<file path="src/rtl/alu_mode_sequencer.sv">
// Front-end controller: synchronizes and debounces the push switches, turns accepted
// presses into an operation select with an operand snapshot, and drives the digit scan.
module alu_mode_sequencer #(
   parameter int DB_COUNT = 4,
   parameter int DB_W     = 16,
   parameter int SCAN_DIV = 3,
   parameter int SCAN_W   = 17
) (
   input  logic       clk,
   input  logic       rst,
   input  logic [5:0] PUSHSW_input,
   input  logic [9:0] DIP_input,
   output logic [2:0] mode,
   output logic [9:0] operand_latched,
   output logic       load_pulse,
   output logic [2:0] digit_idx,
   output logic [5:0] digit_sel
);

   localparam logic [DB_W-1:0]   DB_LAST   = DB_W'(DB_COUNT - 1);
   localparam logic [SCAN_W-1:0] SCAN_LAST = SCAN_W'(SCAN_DIV - 1);

   typedef enum logic {
      ST_IDLE,
      ST_HOLD
   } state_t;

   logic [5:0]      r_pushMeta;
   logic [5:0]      r_pushSync;
   logic [9:0]      r_dipMeta;
   logic [9:0]      r_dipSync;
   logic [DB_W-1:0] r_dbCount [6];
   logic [5:0]      r_stable;
   logic [5:0]      r_stablePrev;
   state_t          r_state;
   logic [2:0]      r_mode;
   logic [9:0]      r_operand;
   logic            r_loadPulse;
   logic [SCAN_W-1:0] r_prescale;
   logic [2:0]      r_digitIdx;
   logic [5:0]      r_digitSel;

   logic [5:0]      w_press;
   logic            w_anyPress;
   logic [2:0]      w_pressIdx;
   logic [2:0]      w_nextMode;
   logic [2:0]      w_nextDigit;

   // Both raw inputs are asynchronous to clk, so each gets a two-flop synchronizer.
   always_ff @(posedge clk) begin
      if (rst) begin
         r_pushMeta <= '0;
         r_pushSync <= '0;
         r_dipMeta  <= '0;
         r_dipSync  <= '0;
      end else begin
         r_pushMeta <= PUSHSW_input;
         r_pushSync <= r_pushMeta;
         r_dipMeta  <= DIP_input;
         r_dipSync  <= r_dipMeta;
      end
   end

   // A switch level is accepted only after DB_COUNT consecutive samples that differ
   // from the current stable level; any agreeing sample restarts the count.
   always_ff @(posedge clk) begin
      if (rst) begin
         for (int i = 0; i < 6; i++) begin
            r_dbCount[i] <= '0;
         end
         r_stable     <= '0;
         r_stablePrev <= '0;
      end else begin
         r_stablePrev <= r_stable;
         for (int i = 0; i < 6; i++) begin
            if (r_pushSync[i] == r_stable[i]) begin
               r_dbCount[i] <= '0;
            end else if (r_dbCount[i] == DB_LAST) begin
               r_stable[i]  <= r_pushSync[i];
               r_dbCount[i] <= '0;
            end else begin
               r_dbCount[i] <= r_dbCount[i] + DB_W'(1);
            end
         end
      end
   end

   assign w_press    = r_stable & ~r_stablePrev;
   assign w_anyPress = |w_press;

   // Scanning from the top down leaves the lowest pressed index as the winner.
   always_comb begin
      w_pressIdx = '0;
      for (int i = 5; i >= 0; i--) begin
         if (w_press[i]) begin
            w_pressIdx = 3'(i);
         end
      end
   end

   assign w_nextMode = w_pressIdx + 3'd1;

   // One press per hold: after accepting, wait until every switch is released.
   always_ff @(posedge clk) begin
      if (rst) begin
         r_state     <= ST_IDLE;
         r_mode      <= '0;
         r_operand   <= '0;
         r_loadPulse <= 1'b0;
      end else begin
         r_loadPulse <= 1'b0;
         case (r_state)
            ST_IDLE: begin
               if (w_anyPress) begin
                  r_loadPulse <= 1'b1;
                  r_operand   <= r_dipSync;
                  r_mode      <= (r_mode == w_nextMode) ? 3'd0 : w_nextMode;
                  r_state     <= ST_HOLD;
               end
            end
            ST_HOLD: begin
               if (r_stable == 6'b000000) begin
                  r_state <= ST_IDLE;
               end
            end
            default: r_state <= ST_IDLE;
         endcase
      end
   end

   assign w_nextDigit = (r_digitIdx == 3'd5) ? 3'd0 : r_digitIdx + 3'd1;

   // The digit scan free-runs regardless of the press FSM.
   always_ff @(posedge clk) begin
      if (rst) begin
         r_prescale <= '0;
         r_digitIdx <= '0;
         r_digitSel <= 6'b111110;
      end else if (r_prescale == SCAN_LAST) begin
         r_prescale <= '0;
         r_digitIdx <= w_nextDigit;
         r_digitSel <= ~(6'b000001 << w_nextDigit);
      end else begin
         r_prescale <= r_prescale + SCAN_W'(1);
      end
   end

   assign mode            = r_mode;
   assign operand_latched = r_operand;
   assign load_pulse      = r_loadPulse;
   assign digit_idx       = r_digitIdx;
   assign digit_sel       = r_digitSel;

endmodule

</file>
<file path="config.mk">
export PLATFORM = sky130hd
export DESIGN_NAME = alu_mode_sequencer
export DESIGN_NICKNAME = d
export VERILOG_FILES = /design/src/rtl/alu_mode_sequencer.sv
export SDC_FILE = /design/constraint.sdc
export NUM_CORES = 1
export LEC_CHECK = 0
export ABC_AREA = 0
export CAP_MARGIN = 20
export CORE_MARGIN = 5
export CORE_UTILIZATION = 30
export DETAILED_ROUTE_END_ITERATION = 7
export GPL_TIMING_DRIVEN = 0
export PLACE_DENSITY_LB_ADDON = 0.12
export SETUP_SLACK_MARGIN = 0.1
export SLEW_MARGIN = 10
export SYNTH_ARGS = -nofsm -noshare
export SYNTH_HDL_FRONTEND = slang
export SYNTH_SLANG_ARGS = --single-unit
</file>
<file path="constraint.sdc">
create_clock -name clk -period 2.7 [get_ports clk]
set_input_delay 0.54 -clock clk [delete_from_list [all_inputs] [get_ports clk]]
set_output_delay 0.54 -clock clk [all_outputs]
set_load 0.01 [all_outputs]
</file>
==> metrics <==
outcome=finished clean; Ys Warns=0; Std-Cell Rows=60; Final Critical Period=2300 ps; Die H=175 µm; Post-Synthesis Mean Instance Area=10.7 µm²; leakage power=3.62 nW; Synth Flop Type=edfxtp_1; Worst-Margin Slew=623 ps; # port buffers=40; slowest CP cell=clkdlybuf4s50_1; reg-to-reg setup timing slack=490 ps; DP Area=9350 µm²; Placement Setup Slack=-374 ps; GRT Overall Usage=10.6%; clk buf depth=2; post-synthesis register bit count=181; most common cell after layout, fill and taps aside=nor2_1; Hold Buf Count CTS=0; grt ovf=0; initial antenna violation count=0; DIE AREA=30,600 µm²; number of synthesized flops with an enable pin=96; HPWL after DPL=11.1 mm; Final Max Tran Viols=0; H-tree depth=4; Clock Sinks=181; Max stage delay on crit path=700 ps; Max Clk Rate=0.436 GHz; Final Skew=12.8 ps; first-pass GRT wire length=26.6 mm; via total after detailed routing=5,464; Req. time, crit path=2990 ps; Post-route DRC=0; most frequent cells in the layout=157 x nor2_1, 96 x edfxtp_1, 96 x conb_1; post-DR wirelength/cell=12.2 µm; CP startpoint kind=input port; aggregate routed wire length=15.6 mm; largest net degree at the start of global routing=20; VDD IR max=0.000270 V; worst-path cell chain=clkdlybuf4s50_1 -> clkbuf_2 -> buf_1 -> buf_1 -> nor2_1; Final GP Congestion=0.722; WP data arrival=2580 ps; Root Driver=clkbuf_16; Fin. Hold Viols=0; vias in the first global route=5,391; most frequent CP cell=buf_1; synthesized instance count=764; RSZ-0062 raised after global routing=no; Mapped Area=8160 µm²; layout cells sized above 1=5.37%; Distinct cells, synth=44; starting density of the core=30.4%; TritonCTS clock tree=built; Via density=4.30; crit share post-route=85.0%; ys async rst share=0%; Clock transition at path regs=70 ps; Worst slew margin=58.5%; P per Cell Area=592 nW/µm²; Die Span X=175 µm; Antenna Nets Post-Route=0; worst setup slack after layout=405 ps; WS Path Type=input port to flop; total core area=26,900 µm²; Area Overhead vs Synth=21.9%; initial drt markers=182; Setup crit end kind=flop; Ports=41; hold crit path type=flop to flop; MaxCap Viol Count=0; Final Setup Violations=0; Final Cell Area=9950 µm²; Seq/Total Area, Yosys=56.2%; CTS buffer count=17; Clk Latency, worst-skew pair=430 ps; Antenna Cells=0; drt first pass iters=4; Max Fanout on Critical Path=10; Final #Nets=945
flip-flops by register name, indices dropped and copies added, names as in the netlist:
| name | flops |
|---|---|
| r_state | 1 |
| digit_sel | 6 |
| load_pulse | 1 |
| r_dipMeta | 10 |
| operand_latched | 10 |
| r_dbCount | 96 |
| r_pushSync | 6 |
| r_dipSync | 10 |
| r_prescale | 17 |
| digit_idx | 3 |
| mode | 3 |
| r_stable | 6 |
| r_pushMeta | 6 |
| r_stablePrev | 6 |
Yosys cell counts, types with 2 or more instances:
master      n  area (µm²)
nor2_1    157         589
edfxtp_1   96        2880
dfxtp_1    85        1700
xor2_1     55         482
xnor2_1    52         455
nor2b_1    44         275
nand3_1    35         175
nand2_1    31         116
nand4_1    30         188
and3_1     27         169
mux2i_1    22         220
nor4_1     19         119
nor3_1     13        65.1
inv_1      12        45.0
ha_1        9         113
nor4b_1     9        78.8
a21oi_1     8        40.0
clkbuf_1    8        30.0
and4_1      7        61.3
buf_2       7        35.0
nand2b_1    4        25.0
o21bai_1    4        30.0
a311oi_1    2        17.5
and2_1      2        12.5
and2b_1     2        15.0
buf_1       2        7.51
nand2b_2    2        17.5
nor2b_4     2        27.5
o21ai_0     2        10.0
or3_1       2        12.5
power breakdown:
group / internal [mW] / switching (mW)
logic: 0.137 / 0.152
registers: 3.00 / 0.102
clock network: 1.30 / 1.21
metal layers:
metal / vias to the layer above / share of wire [%] / track usage [%]
met1: 2518 / 50 / 14.1
met3: 13 / 4.0 / 2.94
met4: 0 / 1.3 / 3.73
li1: 2884 / - / -
met2: 49 / 44 / 16.5
met5: - / 0 / 0
layout make-up:
cell class,count,area (µm²)
inverters,12,45.0
clock inverters,14,154
flip-flops and latches,181,4580
multi-input cells,648,3810
well taps,341,427
repair buffers,40,400
fillers,2727,16900
clock buffers,18,450
plain buffers,18,85.1
what timing repair did:
action,in CTS,in global routing
setup buffers,0,0
resized for setup,1,0
endpoints found under the setup margin,9,0
final timing paths:
| kind | cells past startpoint | to | startpoint |
|---|---|---|---|
| worst max register to register | 10 | mode[1] | r_stable[1] |
| worst max-delay path | 5 | r_stable[1] | rst |
| worst min register to register | 1 | r_dipSync[7] | r_dipMeta[7] |
| worst min-delay path | 1 | r_dipSync[7] | r_dipMeta[7] |
through the flow:
step / power (mW) / instances / utilization, % / TNS, ps / hold slack [ps]
final: 5.89 / 1272 / 37.0 / 0 / 437
after global routing: 6.16 / 1272 / 37.0 / 0 / 455
after CTS: 5.99 / 1272 / 37.0 / 0 / 442
after detailed placement: 3.45 / 1240 / 34.8 / -12020 / 426
after global placement: 3.45 / 1240 / 34.8 / -10350 / 416
after floorplan: 3.33 / 859 / - / 0 / 414
kinds of logic after synthesis:
group / after synthesis / synth area share [%]
AND/OR/NAND/NOR: 394 / 24.9
flip-flops: 181 / 56.2
XOR/XNOR: 107 / 11.5
buffers and inverters: 30 / 1.58
multiplexers: 22 / 2.70
AO/OA/AOI/OAI: 20 / 1.79
adder cells (fa/ha/maj): 9 / 1.38
other: 1 / 0.0459
worst max-delay path, delay by kind of cell:
family                 cells  cell delay (ps)
buffers and inverters      4             1940
and+or+nand+nor            1              100
No activity file was read; power rests on OpenSTA's default activity.
